===== src/rtl/tone_gen.sv =====
// Sine-wave tone generator.
// Emits 12-bit offset-binary samples (midscale 2048) at a rate of one sample
// every SAMPLE_DIV clocks. Samples are drawn from a 256-point sine table
// indexed by the top byte of a 16-bit phase accumulator, and the table value
// is attenuated by an arithmetic right shift.
// A burst runs for burst_len samples, or runs continuously when burst_len is 0.
// A burst ends either with a one-cycle done strobe or when stop aborts it.
module tone_gen #(
    parameter int SAMPLE_DIV = 5000
) (
    input  logic        CLK,
    input  logic        RST,
    input  logic        start,
    input  logic        stop,
    input  logic [15:0] freq_word,
    input  logic [2:0]  amp,
    input  logic [15:0] burst_len,
    output logic [11:0] sample,
    output logic        sample_valid,
    output logic        busy,
    output logic        done
);

    typedef enum logic [1:0] {
        IDLE = 2'd0,
        RUN  = 2'd1,
        DONE = 2'd2
    } state_t;

    localparam logic [15:0] DIV_LAST = 16'(SAMPLE_DIV - 1);
    localparam logic [11:0] MIDSCALE = 12'd2048;

    state_t        state_r;
    state_t        state_nx;
    logic [15:0]   phase_r;
    logic [15:0]   div_r;
    logic [15:0]   count_r;
    logic [15:0]   fw_r;
    logic [2:0]    amp_r;
    logic [15:0]   len_r;
    logic [11:0]   sample_r;
    logic          sample_valid_r;
    logic          busy_r;
    logic          done_r;

    logic          accept_s;
    logic          abort_s;
    logic          idle_stop_s;
    logic          emit_s;
    logic [15:0]   count_inc_s;
    logic signed [11:0] sine_s;
    logic signed [11:0] shifted_s;
    logic [11:0]   sample_nx_s;

    // Quarter-wave magnitude table: round(2047*sin(pi*k/128)) for k = 0..64.
    function automatic logic [10:0] quarter_lut(input logic [6:0] k);
        logic [10:0] v;
        case (k)
            7'd0:  v = 11'd0;    7'd1:  v = 11'd50;   7'd2:  v = 11'd100;  7'd3:  v = 11'd151;
            7'd4:  v = 11'd201;  7'd5:  v = 11'd251;  7'd6:  v = 11'd300;  7'd7:  v = 11'd350;
            7'd8:  v = 11'd399;  7'd9:  v = 11'd449;  7'd10: v = 11'd497;  7'd11: v = 11'd546;
            7'd12: v = 11'd594;  7'd13: v = 11'd642;  7'd14: v = 11'd690;  7'd15: v = 11'd737;
            7'd16: v = 11'd783;  7'd17: v = 11'd830;  7'd18: v = 11'd875;  7'd19: v = 11'd920;
            7'd20: v = 11'd965;  7'd21: v = 11'd1009; 7'd22: v = 11'd1052; 7'd23: v = 11'd1095;
            7'd24: v = 11'd1137; 7'd25: v = 11'd1179; 7'd26: v = 11'd1219; 7'd27: v = 11'd1259;
            7'd28: v = 11'd1299; 7'd29: v = 11'd1337; 7'd30: v = 11'd1375; 7'd31: v = 11'd1411;
            7'd32: v = 11'd1447; 7'd33: v = 11'd1483; 7'd34: v = 11'd1517; 7'd35: v = 11'd1550;
            7'd36: v = 11'd1582; 7'd37: v = 11'd1614; 7'd38: v = 11'd1644; 7'd39: v = 11'd1674;
            7'd40: v = 11'd1702; 7'd41: v = 11'd1729; 7'd42: v = 11'd1756; 7'd43: v = 11'd1781;
            7'd44: v = 11'd1805; 7'd45: v = 11'd1828; 7'd46: v = 11'd1850; 7'd47: v = 11'd1871;
            7'd48: v = 11'd1891; 7'd49: v = 11'd1910; 7'd50: v = 11'd1927; 7'd51: v = 11'd1944;
            7'd52: v = 11'd1959; 7'd53: v = 11'd1973; 7'd54: v = 11'd1986; 7'd55: v = 11'd1997;
            7'd56: v = 11'd2008; 7'd57: v = 11'd2017; 7'd58: v = 11'd2025; 7'd59: v = 11'd2032;
            7'd60: v = 11'd2037; 7'd61: v = 11'd2041; 7'd62: v = 11'd2045; 7'd63: v = 11'd2046;
            7'd64: v = 11'd2047;
            default: v = 11'd0;
        endcase
        return v;
    endfunction

    // Full 256-point signed sine. Quadrant 1 and quadrant 3 read the quarter
    // table mirrored; the lower half-wave (idx[7] set) is the negated upper one.
    function automatic logic signed [11:0] sine_lut(input logic [7:0] idx);
        logic [6:0]         k;
        logic signed [11:0] mag;
        if (idx[6]) begin
            k = 7'd64 - {1'b0, idx[5:0]};
        end else begin
            k = {1'b0, idx[5:0]};
        end
        mag = $signed({1'b0, quarter_lut(k)});
        if (idx[7]) begin
            return -mag;
        end else begin
            return mag;
        end
    endfunction

    // Next sample: attenuated sine, shifted into offset-binary around midscale.
    always_comb begin
        sine_s      = sine_lut(phase_r[15:8]);
        shifted_s   = sine_s >>> amp_r;
        sample_nx_s = MIDSCALE + $unsigned(shifted_s);
        count_inc_s = count_r + 16'd1;
    end

    // Next-state logic and per-edge control strobes.
    always_comb begin
        state_nx    = state_r;
        accept_s    = 1'b0;
        abort_s     = 1'b0;
        idle_stop_s = 1'b0;
        emit_s      = 1'b0;
        case (state_r)
            IDLE: begin
                if (start && !stop) begin
                    state_nx = RUN;
                    accept_s = 1'b1;
                end else begin
                    state_nx = IDLE;
                end
                if (stop) begin
                    idle_stop_s = 1'b1;
                end else begin
                    idle_stop_s = 1'b0;
                end
            end
            RUN: begin
                if (stop) begin
                    state_nx = IDLE;
                    abort_s  = 1'b1;
                end else if (div_r == DIV_LAST) begin
                    emit_s = 1'b1;
                    if ((len_r != 16'd0) && (count_inc_s == len_r)) begin
                        state_nx = DONE;
                    end else begin
                        state_nx = RUN;
                    end
                end else begin
                    state_nx = RUN;
                end
            end
            DONE: begin
                state_nx = IDLE;
            end
            default: begin
                state_nx = IDLE;
            end
        endcase
    end

    // State register with synchronous active-low reset.
    always_ff @(posedge CLK) begin
        if (!RST) begin
            state_r <= IDLE;
        end else begin
            state_r <= state_nx;
        end
    end

    // Burst datapath: latched parameters, phase accumulator, divider, counter, outputs.
    always_ff @(posedge CLK) begin
        if (!RST) begin
            phase_r        <= 16'd0;
            div_r          <= 16'd0;
            count_r        <= 16'd0;
            fw_r           <= 16'd0;
            amp_r          <= 3'd0;
            len_r          <= 16'd0;
            sample_r       <= MIDSCALE;
            sample_valid_r <= 1'b0;
            busy_r         <= 1'b0;
            done_r         <= 1'b0;
        end else begin
            sample_valid_r <= emit_s;
            done_r         <= (state_r == DONE);
            busy_r         <= (state_r != IDLE);
            if (accept_s) begin
                fw_r    <= freq_word;
                amp_r   <= amp;
                len_r   <= burst_len;
                phase_r <= 16'd0;
                div_r   <= 16'd0;
                count_r <= 16'd0;
            end else if ((state_r == RUN) && !abort_s) begin
                if (div_r == DIV_LAST) begin
                    div_r <= 16'd0;
                end else begin
                    div_r <= div_r + 16'd1;
                end
                if (emit_s) begin
                    phase_r <= phase_r + fw_r;
                    count_r <= count_inc_s;
                end
            end
            // Sample value uses the phase before this edge's increment.
            if (abort_s || idle_stop_s) begin
                sample_r <= MIDSCALE;
            end else if (emit_s) begin
                sample_r <= sample_nx_s;
            end
        end
    end

    assign sample       = sample_r;
    assign sample_valid = sample_valid_r;
    assign busy         = busy_r;
    assign done         = done_r;

endmodule


===== config.mk =====
export PLATFORM = sky130hd
export DESIGN_NAME = tone_gen
export DESIGN_NICKNAME = d
export VERILOG_FILES = /design/src/rtl/tone_gen.sv
export SDC_FILE = /design/constraint.sdc
export NUM_CORES = 1
export LEC_CHECK = 0
export CAP_MARGIN = 30
export CORE_UTILIZATION = 30
export DETAILED_ROUTE_END_ITERATION = 12
export GPL_TIMING_DRIVEN = 0
export PLACE_DENSITY = 0.57
export SLEW_MARGIN = 30
export SYNTH_ARGS = -nofsm -noshare
export SYNTH_HDL_FRONTEND = slang
export SYNTH_SLANG_ARGS = --single-unit

===== constraint.sdc =====
create_clock -name CLK -period 6.2 [get_ports CLK]
set_input_delay 1.24 -clock CLK [delete_from_list [all_inputs] [get_ports CLK]]
set_output_delay 1.24 -clock CLK [all_outputs]
set_load 0.01 [all_outputs]

==> results.sh <==
export IMPL_grt_pass1_wl_um=38440
export IMPL_first_pass_iters=5
export IMPL_instances_no_fill=1417
export IMPL_syn_inst=1019
export IMPL_synthAdderAreaFrac_pct=5.050
export IMPL_hpwl_um=18070
export IMPL_routed_via_density=5.442
export IMPL_synthXorXnorAreaFrac_pct=6.025
export IMPL_drtIter0Drc=623
export IMPL_die_area_mm2=0.02675
export IMPL_num_rows=58
export IMPL_area_growth_pct=16.64
export IMPL_postRouteAntennaNets=0
export IMPL_synth_top_area_share_pct=25.57
export IMPL_initial_core_util_pct=30.82
export IMPL_yosys_most_used_dff="dfxtp_1"
export IMPL_ir_worst_vdd_mv=0.1226
export IMPL_place_inst=1402
export IMPL_final_setup_worst_slack_ns=0.4429
export IMPL_ys_ff_latch=100
export IMPL_grtUsageTotal_pct=18.04
export IMPL_fin_area_mm2=0.009131
export IMPL_yosysTopAreaCell="dfxtp_1"
export IMPL_synth_edff_count=0
export IMPL_diodes=0
export IMPL_min_path_type="register to register"
export IMPL_grt_pass1_vias=7184
export IMPL_seqCellArea_mm2=0.002007
export IMPL_h_tree_depth=3
export IMPL_fill_cells=2715
export IMPL_cp_max_fo=12
export IMPL_status="finished, final reports clean"
export IMPL_pre_cts_ws_ns=-0.6637
export IMPL_die_w_um=163.5
export IMPL_wl_per_cell_um=16.88
export IMPL_end_kind="register"
export IMPL_start_kind="register"
export IMPL_async_flop_share_pct=0
export IMPL_syn_area_per_cell_um2=7.683
export IMPL_synthMuxAreaShare_pct=4.635
export IMPL_post_synth_instance_area_mm2=0.007829
export IMPL_finalClockSkew_ns=0.01152
export IMPL_cts_setup_buffers=0
export IMPL_hold_buffers=0
export IMPL_drc_errors=0
export IMPL_io_buffers=53
export IMPL_gp_congestion=0.9264
export IMPL_drive_gt1_share_pct=9.384
export IMPL_p_per_area_mw_per_mm2=155.7
export IMPL_synth_seq_area_share_pct=25.57
export IMPL_clock_latency_ns=0.35
export IMPL_slew_violations=0
export IMPL_max_freq_ghz=0.1737
export IMPL_cts_tree="done"
export IMPL_antenna_found_initial=0
export IMPL_die_h_um=163.5
export IMPL_synth_commonest_cells="171 x nand2_1, 100 x dfxtp_1, 63 x o21ai_0"
export IMPL_fin_nets=1152
export IMPL_yosys_warnings=0
export IMPL_path_clk_slew_ns=0.07
export IMPL_cts_inserted_buffers=9
export IMPL_setup_violations=0
export IMPL_synthTopCellsByArea="dfxtp_1 26%, nand2_1 8.2%, ha_1 4.8%"
export IMPL_slew_headroom_pct=40.44
export IMPL_cp_required_ns=6.46
export IMPL_synth_compound_area_share_pct=26.21
export IMPL_synth_most_common_cell="nand2_1"
export IMPL_cts_root_buf="clkbuf_16"
export IMPL_totalWireLength_um=23920
export IMPL_overflow=0
export IMPL_fin_crit_sh_pct=92.86
export IMPL_place_area_mm2=0.008772
export IMPL_dr_total_vias=7711
export IMPL_clk_path_buf_depth=2
export IMPL_synth_top_family_by_area="compound AO/OA/AOI/OAI gates"
export IMPL_tightest_slew_ns=0.8840
export IMPL_multi_input_area_mm2=0.005344
export IMPL_grt_setup_unrepaired="no"
export IMPL_post_route_min_period_ns=5.757
export IMPL_final_setup_tns_ns=0
export IMPL_synth_nets=1089
export IMPL_synth_cell_types=97
export IMPL_cts_sinks=100
export IMPL_max_cap_violations=0
export IMPL_final_hold_viol_count=0
export IMPL_critical_path_arrival_ns=6.01
export IMPL_grt_max_degree=18
export IMPL_p_leak_nw=3.376
export IMPL_criticalPathCategory="register to register"
export IMPL_io_pins=54
export IMPL_core_mm2=0.02540
export IMPL_yosys_area_share_simple_pct=26.15
## cells in the final DEF, fill, tap and decap left out, types with 8 or more instances in the layout
cell and n:
clkdlybuf4s50_1 53, o22ai_1 11, a31oi_1 12, mux2i_1 16, nand4_1 12, inv_1 27
ha_1 29, buf_4 10, xnor2_1 34, o21ai_0 62, a21boi_0 40, or3_1 8
a211oi_1 9, clkbuf_1 32, dfxtp_1 98, o31ai_1 11, nand2b_1 19, nor2_1 60
a21oi_1 48, and3_1 19, o211ai_1 11, nor3_1 24, nand2_1 171, clkbuf_16 9
nand3_1 41, buf_2 14, xor2_1 18
## registers in the layout, indices dropped and copies added (netlist names)
name	flops
sample	12
phase_r	16
count_r	16
amp_r	3
busy	1
fw_r	16
state_r	2
done	1
len_r	16
div_r	16
sample_valid	1
## final timing paths
| kind | startpoint | end | slack, ns | cells past startpoint |
|---|---|---|---|---|
| worst max-delay path | phase_r[8] | sample[5] | 0.44 | 22 |
| worst max register to register | phase_r[8] | sample[5] | 0.44 | 22 |
| worst min-delay path | state_r[0] | done | 0.44 | 1 |
| worst min register to register | state_r[0] | done | 0.44 | 1 |
## worst max-delay path, stage by stage, from the launching register on
cell	delay (ns)
dfxtp_4	0.47
buf_2	0.28
inv_1	0.24
ha_2	0.44
nand2_1	0.11
o21ai_2	0.16
ha_1	0.24
clkbuf_1	0.26
or2_2	0.36
a21oi_1	0.18
nor3_1	0.07
a311oi_1	0.30
o32a_1	0.27
nand2_1	0.09
inv_1	0.10
ha_1	0.14
inv_1	0.08
nor4_4	0.45
nand3_1	0.17
a221o_1	0.39
and2_1	0.19
mux4_2	0.45
a211oi_1	0.24
## kinds of logic (layout without fill, tap and decap cells)
logic type | Yosys count | in the layout
fa+ha+maj | 31 | 31
flops | 100 | 100
xor+xnor | 53 | 53
buf+inv | 101 | 169
mux | 28 | 28
compound gates | 293 | 293
simple gates | 413 | 413
## report_power, final
part / internal [mW] / leakage [nW] / switching (mW)
logic: 0.0569 / 2.40 / 0.0640
registers: 0.653 / 0.811 / 0.00933
clock network: 0.381 / 0.168 / 0.258
total: 1.09 / 3.38 / 0.331
## metrics by stage
| stage | hold slack, ns | util, % | power (mW) |
|---|---|---|---|
| finish | 0.4409 | 35.95 | 1.422 |
| global route | 0.4671 | 35.95 | 1.479 |
| CTS | 0.4419 | 35.94 | 1.439 |
| detailed placement | 0.4317 | 34.54 | 0.7991 |
| global placement | 0.4307 | 34.54 | 0.7980 |
| floorplan | 0.4123 | - | 0.7457 |
## timing repair
item,CTS,global route
setup endpoints to repair,11,8
hold endpoints to repair,0,0
gates cloned,0,0
resized for setup,4,3
## cell type report
class | count | share of cell area, %
Inverter | 32 | 1.315
Buffer | 68 | 4.111
Timing Repair Buffer | 53 | 5.810
Clock buffer | 11 | 2.768
Tap cell | 330 | 4.522
Multi-Input combinational cell | 818 | 58.52
Sequential cell | 100 | 21.98
Clock inverter | 5 | 0.9729
## layer usage
layer	routed length, µm	global-route usage (%)	vias to the layer above
met5	0	0	-
met4	383	4.588	0
met3	1253	2.666	31
met2	11140	29.37	219
met1	11150	24.71	3648
li1	-	-	3813
Note: power is estimated with default switching activity, not from simulation.
